[config.mk]
export PLATFORM = sky130hd
export DESIGN_NAME = usb_tx_serializer
export DESIGN_NICKNAME = d
export VERILOG_FILES = /design/src/rtl/usb_tx_pkg.sv /design/src/rtl/usb_tx_bit_timer.sv /design/src/rtl/usb_tx_serializer.sv
export SDC_FILE = /design/constraint.sdc
export NUM_CORES = 1
export LEC_CHECK = 0
export ABC_CLOCK_PERIOD_IN_PS = 2400
export CAP_MARGIN = 20
export CORE_MARGIN = 4
export CORE_UTILIZATION = 51
export DETAILED_ROUTE_END_ITERATION = 10
export PLACE_DENSITY = 0.75
export SYNTH_ARGS = -nofsm -noshare
export SYNTH_HDL_FRONTEND = slang
export SYNTH_HIERARCHICAL = 1
export SYNTH_SLANG_ARGS = --single-unit
[constraint.sdc]
create_clock -name clk -period 2.4 [get_ports clk]
set_input_delay 0.48 -clock clk [delete_from_list [all_inputs] [get_ports clk]]
set_output_delay 0.48 -clock clk [all_outputs]
set_load 0.1 [all_outputs]
[src/rtl/usb_tx_pkg.sv]
// Shared types and constants for the USB full-speed transmit serializer.
// The ABORT state exists only when USB_TX_ABORT_EN is defined.
package usb_tx_pkg;

  typedef enum logic [2:0] {
    ST_IDLE,
    ST_SYNC,
    ST_DATA,
    ST_STUFF,
    ST_EOP_SE0,
    ST_EOP_J
`ifdef USB_TX_ABORT_EN
    , ST_ABORT
`endif
  } tx_state_e;

  localparam logic [7:0] SYNC_BYTE    = 8'h80;
  localparam logic [2:0] STUFF_LIMIT  = 3'd6;
  localparam int         EOP_SE0_BITS = 2;
  localparam int         ABORT_ONES   = 8;

  // Line states as {d_plus, d_minus}
  localparam logic [1:0] J   = 2'b10;
  localparam logic [1:0] K   = 2'b01;
  localparam logic [1:0] SE0 = 2'b00;

  function automatic logic [1:0] nrzi_line(input logic level_j);
    return level_j ? J : K;
  endfunction

endpackage

[src/rtl/usb_tx_bit_timer.sv]
// Free-running USB bit-period counter with synchronous clear; bit_strobe marks
// the last system clock of each bit period. Mirrors the RX bit timer.
module usb_tx_bit_timer #(
  parameter int CLKS_PER_BIT = 8
) (
  input  logic clk,
  input  logic n_rst,
  input  logic clr,
  output logic bit_strobe
);

  localparam int CNT_W = (CLKS_PER_BIT > 2) ? $clog2(CLKS_PER_BIT) : 1;
  localparam logic [CNT_W-1:0] CNT_MAX = CNT_W'(CLKS_PER_BIT - 1);

  logic [CNT_W-1:0] cnt_q, cnt_d;

  always_comb begin
    if (clr || cnt_q == CNT_MAX) cnt_d = '0;
    else                         cnt_d = cnt_q + 1'b1;
  end

  always_ff @(posedge clk or negedge n_rst) begin
    if (!n_rst) cnt_q <= '0;
    else        cnt_q <= cnt_d;
  end

  assign bit_strobe = (cnt_q == CNT_MAX);

endmodule

[src/rtl/usb_tx_serializer.sv]
// USB full-speed TX serializer: SYNC, LSB-first payload, bit stuffing, NRZI, EOP.
// Define USB_TX_ABORT_EN to send an 8-bit stuff-violation abort on underrun.
module usb_tx_serializer
  import usb_tx_pkg::*;
#(
  parameter int CLKS_PER_BIT = 8
) (
  input  logic       clk,
  input  logic       n_rst,
  input  logic       tx_start,
  input  logic [7:0] tx_data,
  input  logic       tx_valid,
  input  logic       tx_last,
  output logic       tx_ready,
  output logic       d_plus,
  output logic       d_minus,
  output logic       tx_busy,
  output logic       tx_done,
  output logic       tx_error
);

  tx_state_e  state_q, state_d;
  logic [1:0] line_q, line_d;
  logic       level_q, level_d;
  logic [7:0] shift_q, shift_d;
  logic [7:0] hold_q, hold_d;
  logic       hold_full_q, hold_full_d;
  logic       hold_last_q, hold_last_d;
  logic       last_seen_q, last_seen_d;
  logic [2:0] bit_idx_q, bit_idx_d;
  logic [2:0] ones_q, ones_d;
  logic [2:0] cnt_q, cnt_d;
  logic       busy_q, busy_d;
  logic       done_q, done_d;
  logic       error_q, error_d;

  logic       bit_strobe, timer_clr, accept, fetch;
  logic       send_bit, bit_val, base_level;
  logic [2:0] base_ones;

  usb_tx_bit_timer #(.CLKS_PER_BIT(CLKS_PER_BIT)) u_bit_timer (
    .clk       (clk),
    .n_rst     (n_rst),
    .clr       (timer_clr),
    .bit_strobe(bit_strobe)
  );

  assign tx_ready = !hold_full_q && (state_q == ST_SYNC || state_q == ST_DATA);
  assign accept   = tx_valid && tx_ready;

  always_comb begin
    state_d     = state_q;
    line_d      = line_q;
    level_d     = level_q;
    shift_d     = shift_q;
    hold_d      = hold_q;
    hold_full_d = hold_full_q;
    hold_last_d = hold_last_q;
    last_seen_d = last_seen_q;
    bit_idx_d   = bit_idx_q;
    ones_d      = ones_q;
    cnt_d       = cnt_q;
    busy_d      = busy_q;
    done_d      = 1'b0;
    error_d     = 1'b0;
    timer_clr   = 1'b0;
    fetch       = 1'b0;
    send_bit    = 1'b0;
    bit_val     = 1'b0;
    base_level  = level_q;
    base_ones   = ones_q;

    if (accept) begin
      hold_d      = tx_data;
      hold_full_d = 1'b1;
      hold_last_d = tx_last;
    end

    case (state_q)
      ST_IDLE: begin
        line_d = J;
        if (tx_start) begin
          // NRZI reference restarts at J; first SYNC bit hits the line on this edge
          state_d     = ST_SYNC;
          busy_d      = 1'b1;
          timer_clr   = 1'b1;
          bit_idx_d   = 3'd0;
          hold_full_d = 1'b0;
          last_seen_d = 1'b0;
          send_bit    = 1'b1;
          bit_val     = SYNC_BYTE[0];
          base_level  = 1'b1;
          base_ones   = 3'd0;
        end
      end
      ST_SYNC: if (bit_strobe) begin
        if (bit_idx_q == 3'd7) fetch = 1'b1;
        else begin
          bit_idx_d = bit_idx_q + 3'd1;
          send_bit  = 1'b1;
          bit_val   = SYNC_BYTE[bit_idx_d];
        end
      end
      ST_DATA: if (bit_strobe) begin
        if (ones_q == STUFF_LIMIT) begin
          state_d  = ST_STUFF;
          send_bit = 1'b1;
          bit_val  = 1'b0;
        end else if (bit_idx_q == 3'd7) begin
          fetch = 1'b1;
        end else begin
          bit_idx_d = bit_idx_q + 3'd1;
          send_bit  = 1'b1;
          bit_val   = shift_q[bit_idx_d];
        end
      end
      ST_STUFF: if (bit_strobe) begin
        // bit_idx still points at the bit that preceded the stuffed 0
        if (bit_idx_q == 3'd7) fetch = 1'b1;
        else begin
          state_d   = ST_DATA;
          bit_idx_d = bit_idx_q + 3'd1;
          send_bit  = 1'b1;
          bit_val   = shift_q[bit_idx_d];
        end
      end
      ST_EOP_SE0: if (bit_strobe) begin
        if (cnt_q == 3'(EOP_SE0_BITS - 1)) begin
          state_d = ST_EOP_J;
          line_d  = J;
        end else begin
          cnt_d = cnt_q + 3'd1;
        end
      end
      ST_EOP_J: if (bit_strobe) begin
        state_d = ST_IDLE;
        busy_d  = 1'b0;
        done_d  = 1'b1;
      end
`ifdef USB_TX_ABORT_EN
      ST_ABORT: if (bit_strobe) begin
        if (cnt_q == 3'(ABORT_ONES - 1)) begin
          state_d = ST_EOP_SE0;
          line_d  = SE0;
          cnt_d   = 3'd0;
        end else begin
          cnt_d = cnt_q + 3'd1;
        end
      end
`endif
      default: state_d = ST_IDLE;
    endcase

    // A byte accepted on the fetch cycle bypasses the holding register
    if (fetch) begin
      if (hold_full_q || accept) begin
        shift_d     = hold_full_q ? hold_q : tx_data;
        last_seen_d = hold_full_q ? hold_last_q : tx_last;
        hold_full_d = 1'b0;
        state_d     = ST_DATA;
        bit_idx_d   = 3'd0;
        send_bit    = 1'b1;
        bit_val     = shift_d[0];
      end else if (last_seen_q) begin
        state_d = ST_EOP_SE0;
        line_d  = SE0;
        cnt_d   = 3'd0;
      end else begin
        error_d = 1'b1;
        cnt_d   = 3'd0;
`ifdef USB_TX_ABORT_EN
        state_d = ST_ABORT;
`else
        state_d = ST_EOP_SE0;
        line_d  = SE0;
`endif
      end
    end

    if (send_bit) begin
      level_d = bit_val ? base_level : !base_level;
      line_d  = nrzi_line(level_d);
      ones_d  = bit_val ? base_ones + 3'd1 : 3'd0;
    end
  end

  always_ff @(posedge clk or negedge n_rst) begin
    if (!n_rst) begin
      state_q     <= ST_IDLE;
      line_q      <= J;
      level_q     <= 1'b1;
      hold_full_q <= 1'b0;
      last_seen_q <= 1'b0;
      bit_idx_q   <= 3'd0;
      ones_q      <= 3'd0;
      cnt_q       <= 3'd0;
      busy_q      <= 1'b0;
      done_q      <= 1'b0;
      error_q     <= 1'b0;
    end else begin
      state_q     <= state_d;
      line_q      <= line_d;
      level_q     <= level_d;
      hold_full_q <= hold_full_d;
      last_seen_q <= last_seen_d;
      bit_idx_q   <= bit_idx_d;
      ones_q      <= ones_d;
      cnt_q       <= cnt_d;
      busy_q      <= busy_d;
      done_q      <= done_d;
      error_q     <= error_d;
    end
  end

  // Payload registers carry no reset; hold_full_q qualifies their contents
  always_ff @(posedge clk) begin
    shift_q     <= shift_d;
    hold_q      <= hold_d;
    hold_last_q <= hold_last_d;
  end

  assign d_plus   = line_q[1];
  assign d_minus  = line_q[0];
  assign tx_busy  = busy_q;
  assign tx_done  = done_q;
  assign tx_error = error_q;

endmodule

# ---- Yosys cells after proc, flatten, opt, wreduce, memory -nomap -nowiden
# Memories as Yosys holds them, arrays and structs flattened.
# Index checks and enable logic that the tools add are counted.
dict set report op_classes {
  n_div 0
  n_eq_ne 20
  order_cmp 1
  n_shift 0
  n_mux 83
  reduce_logical 13
  n_bitwise 0
  add_sub_neg 4
  multipliers 0
}
# cell n
set ops {}
lappend ops {{$mux W3} 26}
lappend ops {{$mux W1} 42}
lappend ops {{$ne A3 B3 Y1 const B} 7}
lappend ops {{$pmux W3 S6} 1}
lappend ops {{$eq A3 B3 Y1 const B} 5}
lappend ops {{$add A3 B1 Y3 const B} 4}
lappend ops {{$mux W2} 6}
lappend ops {{$pmux W3 S3} 1}
lappend ops {{$reduce_and A9 Y1} 1}
lappend ops {{$mux W8} 1}
lappend ops {{$eq A3 B1 Y1 const B} 2}
lappend ops {{$eq A3 B2 Y1 const B} 2}
lappend ops {{$ne A2 B2 Y1 const B} 3}
lappend ops {{$pmux W1 S3} 2}
lappend ops {{$lt A3 B4 Y1 const B} 1}
lappend ops {{$pmux W1 S2} 2}
lappend ops {{$pmux W2 S2} 1}
lappend ops {{$bmux W1 S3} 1}
lappend ops {{$logic_not A3 Y1} 1}
lappend ops {{$logic_or A1 B1 Y1} 3}
lappend ops {{$ne A3 B2 Y1 const B} 1}
lappend ops {{$reduce_and A3 Y1} 1}
lappend ops {{$logic_and A1 B1 Y1} 2}
lappend ops {{$logic_not A1 Y1} 2}
lappend ops {{other kinds (3)} 3}
dict set report totals {
  register_bits 40
  rom_bits 8
  out_inout_bits 6
  latch_bits 0
  memories 1
  input_bits 13
  ramBits 0
}
# name depth word_bits rd rd_ports_with_merged_regs wr line_no
set memory_table {}
lappend memory_table {{(no name shown)} 8 1 1 0 0 usb_tx_serializer.sv:101} ;# bit_val = SYNC_BYTE[bit_idx_d];

# ---- Longest topological paths before layout
# Gate-level depths: netlist (run 1).
dict set report logic_depth {
  word_depth 12
  ltp_mapped 8
  depth_no_buf 8
}

# ---- Modules after synthesis
# The synthesis (run 1) kept the hierarchy.
# mod seq_area_each_um2 cells_each instances area_per_inst_um2
set modules_own_cells {}
lappend modules_own_cells {usb_tx_serializer 1013.5 185 1 2042.0}
lappend modules_own_cells {usb_tx_bit_timer 75.1 8 1 120.1}

# ---- Worst setup path before layout (run 1)
# OpenSTA, ideal clock, no wires.
dict set report synth_timing {
  kind {register -> register}
  from {register hold_full_q}
  to {register hold_last_q, enable pin}
  setup_time_ns 0.339
  path_stages_with_launch 4
  t_arrival_ns 3.241
  path_slack_ns -1.180
  period_less_slack_ns 3.580
  path_cell_list {dfrtp_1 -> clkbuf_1 -> nor3_1 -> and2_1}
}
dict set report synth_via {
  elab_chain_len 3
}
# element line_no
set synth_rtl {}
lappend synth_rtl {{start: declaration} usb_tx_serializer.sv:27} ;# logic hold_full_q, hold_full_d;
lappend synth_rtl {{start signal: assignment} usb_tx_serializer.sv:204} ;# hold_full_q <= hold_full_d;
lappend synth_rtl {{$logic_not A1 Y1} usb_tx_serializer.sv:48} ;# assign tx_ready = !hold_full_q && (state_q == ST_SYNC || state_q == ST_DATA);
lappend synth_rtl {{$logic_and A1 B1 Y1} usb_tx_serializer.sv:48}
lappend synth_rtl {{net tx_ready} usb_tx_serializer.sv:14} ;# output logic tx_ready,
lappend synth_rtl {{$logic_and A1 B1 Y1} usb_tx_serializer.sv:49} ;# assign accept = tx_valid && tx_ready;
lappend synth_rtl {{net accept} usb_tx_serializer.sv:37} ;# logic bit_strobe, timer_clr, accept, fetch;
lappend synth_rtl {{end signal: assignment} usb_tx_serializer.sv:219} ;# hold_last_q <= hold_last_d;
lappend synth_rtl {{end: declaration} usb_tx_serializer.sv:28} ;# logic hold_last_q, hold_last_d;
# The timed path passes the listed nets, and every way through them passes these cells.
# A chain may end at the register's enable or synchronous reset.

# ---- Final worst setup path (run 1)
dict set report layout_timing {
  from {register bit_idx_q[0]}
  to {register level_q}
}
dict set report layout_via {
  elab_chain_len 10
  elab_cells_between_ends 28
  classes_between {add/sub: 1; eq/ne: 1; mux: 25; memory: 1}
}
# element line_no
set layout_rtl {}
lappend layout_rtl {{start: declaration} usb_tx_serializer.sv:30} ;# logic [2:0] bit_idx_q, bit_idx_d;
lappend layout_rtl {{start signal: assignment} usb_tx_serializer.sv:206} ;# bit_idx_q <= bit_idx_d;
lappend layout_rtl {{$add A3 B1 Y3} {usb_tx_serializer.sv:99, usb_tx_serializer.sv:112, usb_tx_serializer.sv:122}}
lappend layout_rtl {{$bmux W1 S3} {usb_tx_serializer.sv:114, usb_tx_serializer.sv:124}}
lappend layout_rtl {{$mux W1 (implied by the code)} {usb_tx_serializer.sv:114, usb_tx_serializer.sv:124}}
lappend layout_rtl {{$mux W1} {usb_tx_serializer.sv:109, usb_tx_serializer.sv:119}}
lappend layout_rtl {{$mux W1} usb_tx_serializer.sv:105} ;# if (ones_q == STUFF_LIMIT) begin
lappend layout_rtl {{$mux W1} usb_tx_serializer.sv:104} ;# ST_DATA: if (bit_strobe) begin
lappend layout_rtl {{$pmux W1 S3} usb_tx_serializer.sv:79} ;# case (state_q)
lappend layout_rtl {{$mux W1} usb_tx_serializer.sv:156} ;# if (hold_full_q || accept) begin
lappend layout_rtl {{$mux W1} usb_tx_serializer.sv:155} ;# if (fetch) begin
lappend layout_rtl {{$mux W1} usb_tx_serializer.sv:181} ;# level_d = bit_val ? base_level : !base_level;
lappend layout_rtl {{end signal: assignment} usb_tx_serializer.sv:203} ;# level_q <= level_d;
lappend layout_rtl {{end: declaration} usb_tx_serializer.sv:24} ;# logic level_q, level_d;
# Parallel ways exist; a longest one is shown, timed or not. The select of a mux whose other input is x is not followed.

==> results of run 1 <==
cell type report:
class	instances	area [sq um]
repair buffers	36	313
flip-flops and latches	40	1090
clock buffers	5	68.8
well taps	50	62.6
multi-input cells	133	990
fillers	300	1450
inverters	11	46.3
clock inverters	3	42.5
worst register-to-register path, cell delays in order (launching register included):
cell and delay [ns]:
dfrtp_1 0.42, inv_1 0.10, ha_1 0.36, and2_1 0.17, a2111oi_2 0.34, buf_4 0.19, nor4_4 0.06, nor3_4 0.22
mux2_1 0.35
power by group through the flow:
stage,registers (mW),logic [mW],clock network [mW]
global placement,1.03,1.07,0
detailed placement,1.03,1.12,0
global route,1.05,1.26,0.593
finish,1.02,1.15,0.547
floorplan,1.09,0.764,0
CTS,1.02,1.13,0.562
worst min-delay path by stage:
| stage | to | cells past startpoint | startpoint | slack [ns] |
|---|---|---|---|---|
| 2_1_floorplan | bit_idx_q[0] | 0 | n_rst | 0.18 |
| 3_3_place_gp | u_bit_timer/cnt_q[0] | 1 | u_bit_timer/cnt_q[0] | 0.42 |
| 3_5_place_dp | tx_error | 1 | last_seen_q | 0.44 |
| 4_1_cts | u_bit_timer/cnt_q[0] | 1 | u_bit_timer/cnt_q[0] | 0.45 |
| 5_1_grt | u_bit_timer/cnt_q[0] | 1 | u_bit_timer/cnt_q[0] | 0.46 |
| 6_report | u_bit_timer/cnt_q[0] | 1 | u_bit_timer/cnt_q[0] | 0.45 |
cells in the final DEF, fill, tap and decap left out, drive strengths merged, types with 3 or more instances in the layout:
master	n
o21bai	3
edfxtp	17
clkdlybuf4s50	12
and2	4
mux2i	6
dfrtp	21
nand2b	4
ha	9
nand2	10
mux2	9
clkbuf	5
inv	10
nor2	17
nor3	8
o21ai	11
buf	24
nor2b	6
a21oi	7
cell families (layout without fill, tap and decap cells):
| group | Yosys count | count (layout) | synth area share |
|---|---|---|---|
| mux | 15 | 15 | 0.0747 |
| compound gates | 46 | 46 | 0.156 |
| simple gates | 60 | 60 | 0.156 |
| fa+ha+maj | 9 | 9 | 0.0521 |
| xor+xnor | 3 | 3 | 0.0122 |
| flops | 40 | 40 | 0.503 |
| buf+inv | 20 | 55 | 0.0463 |
through the flow:
step | util | area [sq um] | cells | worst slack [ns]
2_1_floorplan | - | 2170 | 193 | 0.146
6_report | 0.644 | 2610 | 278 | 0.117
5_1_grt | 0.644 | 2610 | 278 | -0.00109
3_3_place_gp | 0.613 | 2490 | 269 | 0.0847
3_5_place_dp | 0.613 | 2490 | 269 | 0.0296
4_1_cts | 0.640 | 2600 | 277 | 0.0355
per-layer routing:
metal | part of all wire | global-route usage | vias up
met5 | 0 | 0 | -
met4 | 0.018 | 0.0594 | 0
met3 | 0.053 | 0.0455 | 10
met2 | 0.50 | 0.329 | 53
met1 | 0.43 | 0.236 | 796
li1 | - | - | 770
cells in the mapped netlist, drive strengths merged (5+ instances only):
master / n
clkbuf: 5
edfxtp: 17
nor2: 17
ha: 9
mux2: 9
nand2: 10
a21oi: 7
dfrtp: 21
nor2b: 6
nor3: 8
o21ai: 11
mux2i: 6
inv: 10
state kept, by name, summed over array words and instances, names as in the netlist:
register and count:
state_q 3, u_bit_timer/cnt_q 3, hold_full_q 1, ones_q 3, tx_busy 1, bit_idx_q 3, shift_q 8, line_q 2
level_q 1, hold_last_q 1, tx_error 1, tx_done 1, last_seen_q 1, cnt_q 3, hold_q 8
timing repair:
item / 4_1_cts / 5_1_grt
setup buffers: 0 / 1
setup endpoints to repair: 0 / 3
gates resized for setup: 0 / 2
==> flow_summary.json, run 1 <==
{
  "status": "completed",
  "r2r_end": "level_q",
  "synth_warnings": 6,
  "drv_slew": 0,
  "ios": 19,
  "clock_latency_ns": 0.30,
  "worstPathRequired_ns": 2.63,
  "die-height_um": 73.1,
  "startpoint_type": "flop",
  "die-area_sq_um": 5350,
  "fin_nets": 249,
  "p_int_mw": 1.67,
  "clk_pin_slew_ns": 0.08,
  "power.leakage_nw": 1.09,
  "hold_path.class": "flop to flop",
  "r2r_cells": 8,
  "detail_route.iter0.violations": 125,
  "cts_num_sinks": 40,
  "seq_area_frac_synth": 0.503,
  "critical_path_class": "flop to flop",
  "netlist_area_sq_um": 2160,
  "min_period_over_period": 0.951,
  "swShare": 0.385,
  "synth_top_flop_cell": "dfrtp_1",
  "globalplace.congestion": 0.871,
  "async_reset_ff_frac": 0.575,
  "syn_nets": 215,
  "die_width_um": 73.1,
  "syn_inst": 193,
  "drive_gt1_frac": 0.232,
  "max_cap_viol_count": 0,
  "hold_violations": 0,
  "power-per-cell-area_nw_per_um2": 1040,
  "final_antenna_net_count": 0,
  "grt_pass1_vias": 1702,
  "crit_end": "level_q",
  "grt_pass1_wl_um": 7850,
  "clk_path_buf_depth": 2,
  "worst_pin_slew_ns": 0.493,
  "synth_area_leader_cell": "dfrtp_1",
  "p_seq_frac": 0.377,
  "path_cells": "inv_1 > ha_1 > and2_1 > a2111oi_2 > buf_4 > nor4_4 > nor3_4 > mux2_1",
  "reg2reg_slack_ns": 0.12,
  "max_freq_mhz": 438,
  "min_period_ns": 2.28,
  "hold_buffers": 0,
  "vias_per_cell": 5.86,
  "ys_seq_elements": 40,
  "crit_buf_inv": 2,
  "crit_path_end_kind": "flop",
  "cts_tree": "done",
  "dp_hpwl_um": 3280,
  "finalSetupViolCount": 0,
  "ys_types": 57,
  "synthTopCellsByArea": "dfrtp_1 24%, edfxtp_1 24%, ha_1 5.2%",
  "finalSetupTns_ns": 0,
  "slowest_delay_ns": 0.42,
  "drt-total-wl_um": 4550,
  "cts-buffers-inserted": 5,
  "synth.avg_cell_area_sq_um": 11.2,
  "wl_per_cell_um": 16.4,
  "cp.depth": 8,
  "crit_family": "simple AND/OR/NAND/NOR gates",
  "core_area_sq_um": 4060,
  "fp-row-count": 23,
  "crit_start": "bit_idx_q[0]",
  "drc": 0,
  "io_buffers": 18,
  "gr-usage-all-layers": 0.191,
  "cts-root-buf": "clkbuf_8",
  "worst_clock_skew_ns": 0.00738,
  "arrival_ns": 2.51,
  "overflow": 0,
  "crit_slowest_cell": "dfrtp_1",
  "dr_total_vias": 1629,
  "total_power_mw": 2.72,
  "antenna_found_initial": 0,
  "grt_max_degree": 24,
  "area_growth_pct": 20.8,
  "p_sw_mw": 1.05,
  "maxSlewHeadroom": 0.671,
  "dr.pass1.iters": 6,
  "antenna_cells": 0,
  "holdWs_ns": 0.445,
  "peakVddDrop_mv": 0.609,
  "synth_top_area_frac": 0.243,
  "htreeDepth": 2,
  "crit_fanout": 5,
  "synth_enable_flop_cells": 17,
  "initial_utilization": 0.533,
  "p_comb_frac": 0.422,
  "reg2reg_from": "bit_idx_q[0]",
  "power.share.clock": 0.201
}
Power figures use the tool's default switching activity.
==> run 2: changes to the inputs <==
Settings changed: CORE_UTILIZATION 51 to 40, PLACE_DENSITY 0.75 to not set.
==> flow_summary.json, run 2 (synthesized netlist as in run 1, its figures left out) <==
{
  "cts-root-buf": "clkbuf_8",
  "final_common_cell": "buf_4",
  "worst_clock_skew_ns": 0.00493,
  "crit_fanout": 5,
  "fill_cells": 450,
  "die-height_um": 81.5,
  "grt_pass1_wl_um": 7810,
  "detail_route.iter0.violations": 254,
  "core_area_sq_um": 5170,
  "reg.largest.list": "hold_q x8, shift_q x8",
  "drv_slew": 0,
  "globalplace.congestion": 0.777,
  "clk_path_buf_depth": 2,
  "power-per-cell-area_nw_per_um2": 1030,
  "dr_total_vias": 1608,
  "path_cells": "ha_1 > inv_1 > ha_2 > a2111oi_4 > buf_4 > nor4_4 > buf_4 > nor3_4 > mux2_1",
  "arrival_ns": 2.50,
  "cts_num_sinks": 40,
  "total_power_mw": 2.73,
  "drive_gt1_frac": 0.238,
  "grt_max_degree": 24,
  "grt_pass1_vias": 1616,
  "hold_violations": 0,
  "crit_end": "level_q",
  "ios": 19,
  "worstPathRequired_ns": 2.62,
  "critical_path_class": "flop to flop",
  "placed_cell_area_sq_um": 2500,
  "cp.depth": 9,
  "fin_util": 0.511,
  "max_freq_mhz": 438,
  "antenna_cells": 0,
  "vias_per_cell": 5.41,
  "place_inst": 287,
  "drc": 0,
  "cp_common_cell": "buf_4",
  "crit_family": "adder cells",
  "cts_tree": "done",
  "worst_pin_slew_ns": 0.631,
  "cts-buffers-inserted": 5,
  "reg2reg_slack_ns": 0.12,
  "finalSetupTns_ns": 0,
  "wl_per_cell_um": 15.4,
  "slowest_delay_ns": 0.45,
  "clk_pin_slew_ns": 0.08,
  "status": "completed",
  "initial_utilization": 0.418,
  "place_ws_ns": 0.0203,
  "min_period_over_period": 0.951,
  "antenna_found_initial": 0,
  "overflow": 0,
  "drt-total-wl_um": 4580,
  "fin_nets": 248,
  "hold_path.class": "flop to flop",
  "reg2reg_from": "bit_idx_q[0]",
  "maxSlewHeadroom": 0.578,
  "gr-usage-all-layers": 0.154,
  "final_cell_mix": "22 x buf_4, 19 x dfrtp_1, 17 x nor2_1, 17 x edfxtp_1, 12 x clkdlybuf4s50_1",
  "r2r_end": "level_q",
  "power.leakage_nw": 1.08,
  "fp-row-count": 26,
  "dr.pass1.iters": 4,
  "htreeDepth": 2,
  "crit_slowest_cell": "dfrtp_2",
  "min_period_ns": 2.28,
  "startpoint_type": "flop",
  "crit_buf_inv": 3,
  "die_width_um": 81.5,
  "io_buffers": 18,
  "area_growth_pct": 22.2,
  "clock_latency_ns": 0.29,
  "peakVddDrop_mv": 0.453,
  "dp_hpwl_um": 3390,
  "final_antenna_net_count": 0,
  "crit_start": "bit_idx_q[0]",
  "max_cap_viol_count": 0,
  "final_cells": 297,
  "finalSetupViolCount": 0,
  "die-area_sq_um": 6650,
  "r2r_cells": 9,
  "multi_input_area_sq_um": 1000,
  "final_area_sq_um": 2640,
  "holdWs_ns": 0.440,
  "setup_ws_ns": 0.117,
  "crit_path_end_kind": "flop",
  "regArea_sq_um": 1090
}
-- run 2: cell count changes in the layout (fill, tap and decap cells not counted), sizes merged --
cell      previous run  this run
clkbuf               5         6
clkinvlp             1         0
buf                 24        23
-- run 2: worst min-delay path by stage --
stage	start	to	slack, ns	cells past startpoint
2_1_floorplan	n_rst	bit_idx_q[0]	0.18	0
3_3_place_gp	u_bit_timer/cnt_q[0]	u_bit_timer/cnt_q[0]	0.42	1
5_1_grt	last_seen_q	tx_error	0.46	1
4_1_cts	last_seen_q	tx_error	0.44	1
6_report	last_seen_q	tx_error	0.44	1
3_5_place_dp	last_seen_q	tx_error	0.43	1
-- run 2: area by class of cell --
type                       count  share of cell area
sequential                    40               0.413
multi-input combinational    133               0.380
timing repair buffer          35               0.116
tap                           70              0.0331
clock buffer                   6              0.0275
inverter                      11              0.0175
clock inverter                 2              0.0133
-- run 2: repair_timing --
item	in CTS	in global routing
gates resized for setup	0	6
buffers inserted	0	2
hold buffers	0	0
endpoints found under the setup margin	0	3
-- run 2: power breakdown --
group	switching [mW]	leakage, nW	total, mW	internal (mW)
sequential	0.143	0.429	1.02	0.880
combinational	0.668	0.596	1.17	0.498
clock	0.235	0.0552	0.543	0.309
total	1.05	1.08	2.73	1.69
-- run 2: metal layers --
metal / routed length [um] / track usage
met5: 0 / 0
met1: 2070 / 0.200
met3: 162 / 0.0340
met2: 2220 / 0.244
met4: 123 / 0.0743
==> run 3: changes to the inputs <==
--- a/config.mk
+++ b/config.mk
@@ -9,6 +9,7 @@
 export CAP_MARGIN = 20
 export CORE_MARGIN = 4
-export CORE_UTILIZATION = 40
+export CORE_UTILIZATION = 51
 export DETAILED_ROUTE_END_ITERATION = 10
+export PLACE_DENSITY = 0.75
 export SYNTH_ARGS = -nofsm -noshare
 export SYNTH_HDL_FRONTEND = slang
==> constraint.sdc (replaced) <==
create_clock -name clk -period 2.4 [get_ports clk]
set_input_delay 0.36 -clock clk [delete_from_list [all_inputs] [get_ports clk]]
set_output_delay 0.36 -clock clk [all_outputs]
set_load 0.1 [all_outputs]
==> flow_summary.json, run 3 (synthesized netlist as in run 1, its figures left out) <==
{
  "drv_slew": 0,
  "reg2reg_from": "bit_idx_q[1]",
  "die-area_sq_um": 5350,
  "antenna_cells": 0,
  "grt_max_degree": 24,
  "cts-buffers-inserted": 5,
  "cts_num_sinks": 40,
  "reg2reg_slack_ns": 0.05,
  "rsz0062_at_grt": "true",
  "worst_pin_slew_ns": 0.683,
  "gr-usage-all-layers": 0.195,
  "initial_utilization": 0.533,
  "htreeDepth": 2,
  "min_period_ns": 2.35,
  "status": "completed",
  "min_period_over_period": 0.979,
  "vias_per_cell": 5.89,
  "detail_route.iter0.violations": 129,
  "final_cell_mix": "21 x buf_4, 20 x dfrtp_1, 17 x nor2_1, 17 x edfxtp_1, 12 x clkdlybuf4s50_1",
  "globalplace.congestion": 0.868,
  "power-per-cell-area_nw_per_um2": 1050,
  "dr_total_vias": 1625,
  "r2r_end": "level_q",
  "crit_fanout": 6,
  "hold_violations": 0,
  "maxSlewHeadroom": 0.543,
  "drive_gt1_frac": 0.226,
  "final_antenna_net_count": 0,
  "fin_nets": 247,
  "wl_per_cell_um": 16.9,
  "ios": 19,
  "grt_pass1_wl_um": 7850,
  "max_cap_viol_count": 0,
  "clk_path_buf_depth": 2,
  "die_width_um": 73.1,
  "overflow": 0,
  "final_cells": 276,
  "max_freq_mhz": 425,
  "grt_pass1_vias": 1645,
  "place_inst": 268,
  "hold_path.class": "input port to async pin",
  "die-height_um": 73.1,
  "clk_pin_slew_ns": 0.07,
  "io_buffers": 18,
  "fp-row-count": 23,
  "drc": 0,
  "worst_clock_skew_ns": 0.00328,
  "area_growth_pct": 20.3,
  "power.leakage_nw": 1.08,
  "drt-total-wl_um": 4650,
  "antenna_found_initial": 0,
  "cts-root-buf": "clkbuf_8",
  "clock_latency_ns": 0.29,
  "dp_hpwl_um": 3550,
  "peakVddDrop_mv": 0.472,
  "finalSetupViolCount": 0,
  "arrival_ns": 2.56,
  "cts_tree": "done",
  "final_common_cell": "buf_4",
  "dr.pass1.iters": 4,
  "worstPathRequired_ns": 2.61,
  "startpoint_type": "flop",
  "crit_path_end_kind": "flop",
  "r2r_cells": 8,
  "reg.largest.list": "hold_q x8, shift_q x8",
  "finalSetupTns_ns": 0,
  "core_area_sq_um": 4060,
  "critical_path_class": "flop to flop"
}
[run 3: power by group]
group          total [mW]  internal [mW]  switching [mW]
sequential           1.01          0.879           0.128
clock               0.539          0.308           0.231
combinational        1.19          0.486           0.705
total                2.74           1.67            1.06
[run 3: what timing repair did]
| item | CTS | global route |
|---|---|---|
| hold buffers | 0 | 0 |
| setup endpoints to repair | 0 | 2 |
| gates resized for setup | 0 | 3 |
| setup buffers | 0 | 0 |
[run 3: cell type report]
type                            count  area, sq um
Clock buffer                        6         72.6
Clock inverter                      2         35.0
Fill cell                         308         1460
Inverter                           11         46.3
Multi-Input combinational cell    133          996
Sequential cell                    40         1090
Tap cell                           50         62.6
Timing Repair Buffer               34          298
[run 3: how the worst max path moves through the flow]
stage / startpoint / to / slack, ns
2_1_floorplan: bit_idx_q[0] / level_q / 0.15
3_3_place_gp: tx_start / level_q / 0.17
3_5_place_dp: bit_idx_q[0] / level_q / 0.06
4_1_cts: bit_idx_q[0] / level_q / 0.04
5_1_grt: bit_idx_q[1] / level_q / -0.03
6_report: bit_idx_q[1] / level_q / 0.05
[run 3: routing by layer]
layer | GRT usage | share of wire | vias up
met4 | 0.0881 | 0.029 | 0
met5 | 0 | 0 | -
met1 | 0.240 | 0.44 | 796
li1 | - | - | 770
met2 | 0.320 | 0.48 | 45
met3 | 0.0482 | 0.048 | 14
[run 3: through the flow]
| stage | instance area [sq um] | total power, mW | hold slack [ns] | utilization | setup WS (ns) |
|---|---|---|---|---|---|
| floorplan | 2170 | 1.85 | 0.0644 | - | 0.146 |
| global placement | 2480 | 2.10 | 0.427 | 0.611 | 0.173 |
| detailed placement | 2480 | 2.17 | 0.424 | 0.611 | 0.0626 |
| CTS | 2590 | 2.71 | 0.432 | 0.638 | 0.0365 |
| global route | 2600 | 2.90 | 0.449 | 0.641 | -0.0338 |
| finish | 2600 | 2.74 | 0.417 | 0.641 | 0.0497 |
[run 3: worst max-delay path: stages (launching register included)]
cell     delay, ns
dfrtp_1       0.45
ha_1          0.22
inv_1         0.06
ha_1          0.37
nor2_1        0.08
a32o_1        0.25
nor4_4        0.39
nor3_4        0.10
mux2_1        0.36
